==> src/rtl/video_timer_gen.sv <==
// Raster timing generator and frame-buffer address sequencer on clk8, phase-locked to busCycle.
// Optional sound fetch strobe built only when VIDEO_TIMER_SOUND_EN is defined.
`timescale 1ns/1ps
module video_timer_gen #(
  parameter int unsigned H_VISIBLE       = 128,
  parameter int unsigned H_TOTAL         = 168,
  parameter int unsigned H_SYNC_START    = 131,
  parameter int unsigned H_SYNC_END      = 147,
  parameter int unsigned V_VISIBLE_START = 42,
  parameter int unsigned V_VISIBLE_END   = 725,
  parameter int unsigned V_TOTAL         = 806,
  parameter int unsigned V_SYNC_START    = 771,
  parameter int unsigned V_SYNC_END      = 776,
  parameter int unsigned PIXEL_LATENCY   = 1,
  parameter bit          SYNC_POL        = 1'b0,
  parameter int unsigned ADDR_W          = 22,
  parameter int unsigned BYTES_PER_LINE  = 64,
  parameter logic [ADDR_W-1:0] BASE0     = 22'h3FA700,
  parameter logic [ADDR_W-1:0] BASE1     = 22'h3F2700
) (
  input  logic              clk8,
  input  logic              _reset,
  input  logic [1:0]        busCycle,
  input  logic              lineDouble,
  input  logic              pageSelect,
  output logic [ADDR_W-1:0] videoAddr,
  output logic              hsync,
  output logic              vsync,
  output logic              _hblank,
  output logic              _vblank,
  output logic              loadNormalPixels,
  output logic              loadDebugPixels,
  output logic              loadSound,
  output logic              vblankIrq,
  output logic [7:0]        frameCount,
  output logic              locked
);

  localparam int unsigned XW = $clog2(H_TOTAL);
  localparam int unsigned YW = $clog2(V_TOTAL);

  localparam logic [XW-1:0] X_LAST = XW'(H_TOTAL - 1);
  localparam logic [XW-1:0] X_VIS  = XW'(H_VISIBLE);
  localparam logic [XW-1:0] X_HS0  = XW'(H_SYNC_START + PIXEL_LATENCY);
  localparam logic [XW-1:0] X_HS1  = XW'(H_SYNC_END + PIXEL_LATENCY);
  localparam logic [YW-1:0] Y_LAST = YW'(V_TOTAL - 1);
  localparam logic [YW-1:0] Y_VIS0 = YW'(V_VISIBLE_START);
  localparam logic [YW-1:0] Y_VIS1 = YW'(V_VISIBLE_END);
  localparam logic [YW-1:0] Y_VS0  = YW'(V_SYNC_START);
  localparam logic [YW-1:0] Y_VS1  = YW'(V_SYNC_END);

  logic [XW-1:0]     xpos_q, xpos_d;
  logic [YW-1:0]     ypos_q, ypos_d;
  logic [ADDR_W-1:0] line_addr_q, line_addr_d;
  logic              dbl_q, dbl_d;
  logic              wrap_q, wrap_d;
  logic              slip_q, slip_d;
  logic              locked_q, locked_d;
  logic              hsync_q, hsync_d;
  logic              vsync_q, vsync_d;
  logic              irq_q, irq_d;
  logic [7:0]        frame_q, frame_d;

  logic hold, eol, vis_line, bus_zero;

  assign bus_zero = (busCycle == 2'd0);
  assign hold     = (xpos_q == '0) && !bus_zero;
  assign eol      = (xpos_q == X_LAST);
  assign vis_line = (ypos_q >= Y_VIS0) && (ypos_q <= Y_VIS1);

  always_comb begin
    xpos_d      = xpos_q;
    ypos_d      = ypos_q;
    line_addr_d = line_addr_q;
    dbl_d       = dbl_q;
    wrap_d      = wrap_q;
    slip_d      = slip_q;
    locked_d    = locked_q;
    irq_d       = 1'b0;
    frame_d     = frame_q;

    if (eol) begin
      xpos_d = '0;
      ypos_d = (ypos_q == Y_LAST) ? '0 : ypos_q + YW'(1);
    end else if (!hold) begin
      xpos_d = xpos_q + XW'(1);
    end

    // Holds only count against lock once a line has wrapped; the post-reset
    // alignment holds are expected and must not delay the first lock.
    if (eol) begin
      wrap_d   = 1'b1;
      slip_d   = 1'b0;
      locked_d = !slip_q;
    end else if (hold && wrap_q) begin
      slip_d   = 1'b1;
      locked_d = 1'b0;
    end else if (xpos_q == '0) begin
      wrap_d = 1'b0;
    end

    if (eol && (ypos_q == Y_LAST)) begin
      line_addr_d = pageSelect ? BASE1 : BASE0;
      dbl_d       = 1'b0;
    end else if (eol && vis_line) begin
      if (!lineDouble) begin
        line_addr_d = line_addr_q + ADDR_W'(BYTES_PER_LINE);
      end else begin
        dbl_d = !dbl_q;
        if (dbl_q) line_addr_d = line_addr_q + ADDR_W'(BYTES_PER_LINE);
      end
    end

    if (eol && (ypos_q == Y_VIS1)) begin
      irq_d   = 1'b1;
      frame_d = frame_q + 8'd1;
    end

    hsync_d = ((xpos_q >= X_HS0) && (xpos_q <= X_HS1)) ? SYNC_POL : !SYNC_POL;
    vsync_d = ((ypos_q >= Y_VS0) && (ypos_q <= Y_VS1)) ? SYNC_POL : !SYNC_POL;
  end

  always_ff @(posedge clk8 or negedge _reset) begin
    if (!_reset) begin
      xpos_q      <= '0;
      ypos_q      <= '0;
      line_addr_q <= BASE0;
      dbl_q       <= 1'b0;
      wrap_q      <= 1'b0;
      slip_q      <= 1'b0;
      locked_q    <= 1'b0;
      hsync_q     <= !SYNC_POL;
      vsync_q     <= !SYNC_POL;
      irq_q       <= 1'b0;
      frame_q     <= '0;
    end else begin
      xpos_q      <= xpos_d;
      ypos_q      <= ypos_d;
      line_addr_q <= line_addr_d;
      dbl_q       <= dbl_d;
      wrap_q      <= wrap_d;
      slip_q      <= slip_d;
      locked_q    <= locked_d;
      hsync_q     <= hsync_d;
      vsync_q     <= vsync_d;
      irq_q       <= irq_d;
      frame_q     <= frame_d;
    end
  end

  assign _hblank          = (xpos_q < X_VIS);
  assign _vblank          = vis_line;
  assign videoAddr        = line_addr_q + ADDR_W'({xpos_q[XW-1:2], 1'b0});
  assign loadNormalPixels = vis_line & _hblank & bus_zero;
  assign loadDebugPixels  = !vis_line & _hblank & bus_zero;
  assign hsync            = hsync_q;
  assign vsync            = vsync_q;
  assign vblankIrq        = irq_q;
  assign frameCount       = frame_q;
  assign locked           = locked_q;

`ifdef VIDEO_TIMER_SOUND_EN
  localparam logic [XW-1:0] X_SND = XW'(H_VISIBLE + 4);
  assign loadSound = (xpos_q == X_SND) && bus_zero;
`else
  assign loadSound = 1'b0;
`endif

endmodule
==> config.mk <==
export PLATFORM = sky130hd
export DESIGN_NAME = video_timer_gen
export DESIGN_NICKNAME = d
export VERILOG_FILES = /design/src/rtl/video_timer_gen.sv
export SDC_FILE = /design/constraint.sdc
export NUM_CORES = 1
export LEC_CHECK = 0
export BUFFER_PORTS_ARGS = -buffer_cell sky130_fd_sc_hd__buf_2
export CAP_MARGIN = 20
export CORE_MARGIN = 10
export CORE_UTILIZATION = 57
export DETAILED_ROUTE_END_ITERATION = 10
export PLACE_DENSITY = 0.85
export SYNTH_ARGS = -nofsm -noshare
export SYNTH_HDL_FRONTEND = slang
export SYNTH_SLANG_ARGS = --single-unit
==> constraint.sdc <==
create_clock -name clk8 -period 3.08 [get_ports clk8]
set_clock_uncertainty 0.1 [all_clocks]
set_input_delay 0.154 -clock clk8 [delete_from_list [all_inputs] [get_ports clk8]]
set_output_delay 0.154 -clock clk8 [all_outputs]
set_load 0.005 [all_outputs]
**After elaboration in Yosys (flattened, before gate mapping)**

Index checks and enable logic that the tools add are counted.

- Flip-flop bits (word level): 55
- Input port bits: 6
- Output and inout port bits: 39

- Add/sub/neg operators: 5
- Order comparisons: 7
- Equality and inequality tests: 6
- Multiplexer cells: 21
- Bitwise operators: 4
- Reduce and logical (&&, ||, !) cells: 21

Operators with widths:

| operator | count |
|---|---|
| $mux 22 | 4 |
| $add 22x7->22 | 1 |
| $add 22x7->22 const B | 1 |
| $eq 10x10->1 const B | 2 |
| $le 10x10->1 const B | 2 |
| $add 8x1->8 const B | 2 |
| $mux 16 | 1 |
| $mux 8 | 2 |
| $mux 1 | 13 |
| $add 10x1->10 const B | 1 |
| $ge 10x10->1 const B | 1 |
| $ge 10x6->1 const B | 1 |
| $mux 10 | 1 |
| $eq 8x8->1 const B | 1 |
| $ge 8x8->1 const B | 1 |
| $le 8x8->1 const B | 1 |
| $logic_and 1x1->1 | 8 |
| $logic_not 8->1 | 1 |
| $lt 8x8->1 const B | 1 |
| $reduce_bool 2->1 | 4 |
| $reduce_and 2->1 | 3 |
| $and 1x1->1 | 4 |
| $logic_not 1->1 | 4 |
| $ne 3x1->1 const B | 1 |
| 3 further kinds | 3 |

**Longest topological paths before layout**

- Depth in word-level cells: 6
- Gate-level depth with buffers: 9

**Least setup slack after synthesis**

No wires, ideal clock.

- Path kind: reg-to-reg
- Start: reg ypos_q[0]
- End: reg line_addr_q[13]
- Library setup time: 0.075 ns
- Arrival time: 2.184 ns
- Data required time: 2.905 ns
- Slack: 0.721 ns
- Stages on the path, launching flop included: 10
- Path buffers: 2
- Cell sequence: dfrtp_1 -> inv_1 -> ha_1 -> o311ai_0 -> and3_1 -> clkbuf_1 -> or3_1 -> buf_2 -> nor4_1 -> mux2i_1

- Longest elaborated chain between the ends: 5
- Elaborated cells between the ends (all ways): 10
- Classes of those cells: order compare: 2; eq/ne: 2; mux: 1; reduce/logical: 5

RTL lines:

| item | line | source |
|---|---|---|
| from (decl) | 53 | `logic [YW-1:0] ypos_q, ypos_d;` |
| from (signal assigned) | 138 | `ypos_q <= ypos_d;` |
| $ge 10x6->1 / $le 10x10->1 (equally long branches) | 69 | `assign vis_line = (ypos_q >= Y_VIS0) && (ypos_q <= Y_VIS1);` |
| $logic_and 1x1->1 | 69 |  |
| $logic_and 1x1->1 | 105 | `end else if (eol && vis_line) begin` |
| $reduce_bool 2->1 (no line) | - |  |
| $reduce_and 2->1 (no line) | - |  |
| to (signal assigned) | 139 | `line_addr_q <= line_addr_d;` |
| to (decl) | 54 | `logic [ADDR_W-1:0] line_addr_q, line_addr_d;` |

Several ways; a longest one is shown, not always the timed one.
A chain may end at the register's enable or synchronous reset.

**Final worst setup path**

- Start: reg ypos_q[4]
- End: out loadDebugPixels

- Longest elaborated chain between the ends: 5
- Elaborated cells between the ends (all ways): 6
- Classes of those cells: order compare: 2; bitwise: 2; reduce/logical: 2

RTL lines:

| item | line | source |
|---|---|---|
| $ge 10x6->1 / $le 10x10->1 (equally long branches) | 69 |  |
| $logic_and 1x1->1 (*) | 69 |  |
| $logic_not 1->1 (*) | 155 | `assign loadDebugPixels = !vis_line & _hblank & bus_zero;` |
| $and 1x1->1 (*) (2 in series) | 155 |  |
| to (decl) | 32 | `output logic loadDebugPixels,` |

Mark *: on every way between the ends. The rest lies on a longest branch, timed or not.

==> impl_metrics.env <==
export IMPL_status="complete, no violations"
export IMPL_r2r_setup_slack_ns=0.48
export IMPL_fillers=433
export IMPL_critPathArrivalTime_ns=2.47
export IMPL_drt_initial_drc_count=159
export IMPL_cp_max_fo=9
export IMPL_syn_to_final_growth_pct=11.0
export IMPL_cts_buffers=5
export IMPL_yosysUniqueCellTypes=53
export IMPL_firstDrtPassIters=4
export IMPL_min_path_type="input port to flip-flop"
export IMPL_critPathKind="flip-flop to primary output"
export IMPL_synth_most_common_cell="dfrtp_1"
export IMPL_max_freq_mhz=367
export IMPL_route_detailed_drc=0
export IMPL_final_nets=377
export IMPL_power_frac_seq=0.540
export IMPL_routed_wl_mm=6.53
export IMPL_setup_violations=0
export IMPL_hpwlAfterDp_mm=4.75
export IMPL_synth_edff_count=0
export IMPL_clk_pin_slew_ns=0.09
export IMPL_grt_max_degree=50
export IMPL_synth_top_cell_by_area="dfrtp_1"
export IMPL_p_int_uw=1070
export IMPL_core_area_sq_um=5140
export IMPL_wl_per_cell_microns=15.1
export IMPL_p_leak_uw=0.00142
export IMPL_multi_input_area_sq_um=1640
export IMPL_ys_async_sr_fraction=1.00
export IMPL_cp_required_ns=2.83
export IMPL_slew_violations=0
export IMPL_slew_headroom=0.600
export IMPL_yosys_top_cells_area="dfrtp_1 (30%), dfstp_2 (11%), xnor2_1 (4.6%), xor2_1 (4.6%), nand2_1 (4.2%)"
export IMPL_tns_ns=0
export IMPL_holdPathStages=5
export IMPL_synth_top_cell_area_share=0.295
export IMPL_vdd_drop_max_mv=0.391
export IMPL_setup_slack_ns=0.352
export IMPL_startpoint="ypos_q[4]$_DFFE_PN0P_"
export IMPL_cts_tree="yes"
export IMPL_rows=26
export IMPL_ys_top_cells_by_count="dfrtp_1 (36), nand2_1 (34), nor2_1 (28)"
export IMPL_ys_seq_elements=49
export IMPL_yosys_most_used_dff="dfrtp_1"
export IMPL_period_share=0.886
export IMPL_r2r_start="ypos_q[0]$_DFFE_PN0P_"
export IMPL_fp_dieW_microns=93.2
export IMPL_finalHoldViolCount=0
export IMPL_dieArea_sq_um=8680
export IMPL_maxCapViolations=0
export IMPL_netSwitchingPower_uw=451
export IMPL_globalplace_congestion=0.839
export IMPL_worst_r2r_path_depth=7
export IMPL_swShare=0.296
export IMPL_cts_root_buffer="clkbuf_8"
export IMPL_critPathLaunchType="flip-flop"
export IMPL_syn_area_per_cell_sq_um=9.22
export IMPL_start_util=0.593
export IMPL_drive_gt1_frac=0.231
export IMPL_ant_nets=0
export IMPL_cts_sinks=49
export IMPL_rsz0062_at_grt="false"
export IMPL_p_comb_frac=0.191
export IMPL_vias_per_cell=5.67
export IMPL_yosys_warnings=0
export IMPL_power_density_nw_per_um2=450
export IMPL_grt_antenna_before_repair=0
export IMPL_die_y_microns=93.2
export IMPL_fin_crit_ns=2.73
export IMPL_p_clk_frac=0.269
export IMPL_htreeDepth=2
export IMPL_grt_ovfl_total=0
export IMPL_clk_insertion_delay_late_ns=0.30
export IMPL_crit_path_end_kind="primary output"
export IMPL_grt_first_pass_wirelength_mm=11.5
export IMPL_hold_start="busCycle[0]"
export IMPL_io_buffers=42
export IMPL_cts_setup_buffers=0
export IMPL_min_to="wrap_q$_DFFE_PN0P_"
export IMPL_pin_count=45
export IMPL_grtUsageTotal=0.156
export IMPL_ys_seq_area_frac=0.407
export IMPL_grt_pass1_vias=2465
export IMPL_num_vias=2455
export IMPL_regArea_sq_um=1240
export IMPL_antenna_cells=0
export IMPL_syn_inst=331
export IMPL_synth_area_sq_um=3050
export IMPL_timing_rr_end="line_addr_q[19]$_DFFE_PN1P_"
export IMPL_tightest_slew_ns=0.600
export IMPL_clk_path_buf_depth=2
export IMPL_dp_slack_ns=0.498
power by group through the flow:
| stage | sequential [uW] | clock (uW) | combinational, uW |
|---|---|---|---|
| after floorplan | 787 | 0 | 249 |
| after global placement | 827 | 0 | 278 |
| after detailed placement | 833 | 0 | 293 |
| after CTS | 822 | 423 | 296 |
| after global routing | 838 | 448 | 339 |
| final | 823 | 410 | 291 |
routing by layer:
| metal | wire length (microns) | global-route usage |
|---|---|---|
| met1 | 2840 | 0.183 |
| met2 | 3280 | 0.271 |
| met3 | 342 | 0.0464 |
| met4 | 58 | 0.0437 |
| met5 | 0 | 0 |
layout make-up:
type	instances	area share
clock inverter	1	0.00148
tap	70	0.0259
multi-input combinational	248	0.484
sequential	49	0.367
inverter	9	0.00998
clock buffer	7	0.0285
timing repair buffer	49	0.0828
worst max-delay path, cell delays in order, from the launching register on:
cell,delay (ns)
dfrtp_1,0.49
or3b_1,0.40
or4_4,0.53
o21ai_0,0.24
nand2b_1,0.22
inv_1,0.11
nor2_1,0.05
buf_2,0.12
sequential cells by signal, summed over array words and instances, names as in the netlist:
name	count
locked	1
slip_q	1
ypos_q	10
vsync	1
line_addr_q	16
wrap_q	1
xpos_q	8
hsync	1
dbl_q	1
frameCount	8
vblankIrq	1
worst max path at each step:
stage	end	slack (ns)	depth (start not counted)
4_1_cts	loadDebugPixels	0.36	7
2_1_floorplan	line_addr_q[13]$_DFFE_PN1P_	0.72	9
3_5_place_dp	line_addr_q[19]$_DFFE_PN1P_	0.50	7
5_1_grt	loadDebugPixels	0.13	7
3_3_place_gp	line_addr_q[19]$_DFFE_PN1P_	0.62	7
6_report	loadDebugPixels	0.35	7
placed cells by master (no fill, tap or decap), drive strengths merged, types with 5 or more instances in the layout:
master  synthesis  final
buf            13     47
dfrtp          36     36
nand2          34     34
nor2           29     29
nand3          19     19
xor2           16     16
xnor2          16     16
o21ai          14     14
dfstp          13     13
nor4           11     11
inv             9      9
nand4           9      9
and2            9      9
mux2i           9      9
ha              9      9
and3            9      9
nor3            9      9
clkbuf         13      7
nand2b          5      5
or3             5      5
metrics by stage:
stage	std cells	power (uW)	hold WS [ns]	utilization	cell area, sq um
finish	433	1520	0.137	0.658	3380
global route	433	1620	0.191	0.658	3380
CTS	432	1540	0.134	0.655	3360
detailed placement	422	1130	0.307	0.631	3240
global placement	422	1100	0.294	0.631	3240
floorplan	332	1040	-0.242	-	3050
timing repair:
action	CTS	global route
endpoints found under the hold margin	37	0
hold buffers	2	0
gates resized for setup	0	0
endpoints found under the setup margin	0	0
kinds of logic (layout without fill, tap and decap cells):
group / after synthesis / in the layout / share of synthesized area
and+or+nand+nor: 157 / 157 / 0.286
DFF: 49 / 49 / 0.407
AOI/OAI and AO/OA: 36 / 36 / 0.0792
buffers and inverters: 35 / 66 / 0.0566
xor gates and xnor gates: 32 / 32 / 0.0919
muxes: 12 / 12 / 0.0406
adders and majority gates: 9 / 9 / 0.0369
other: 1 / 2 / 0.00123
(Power assumes the default switching activity.)
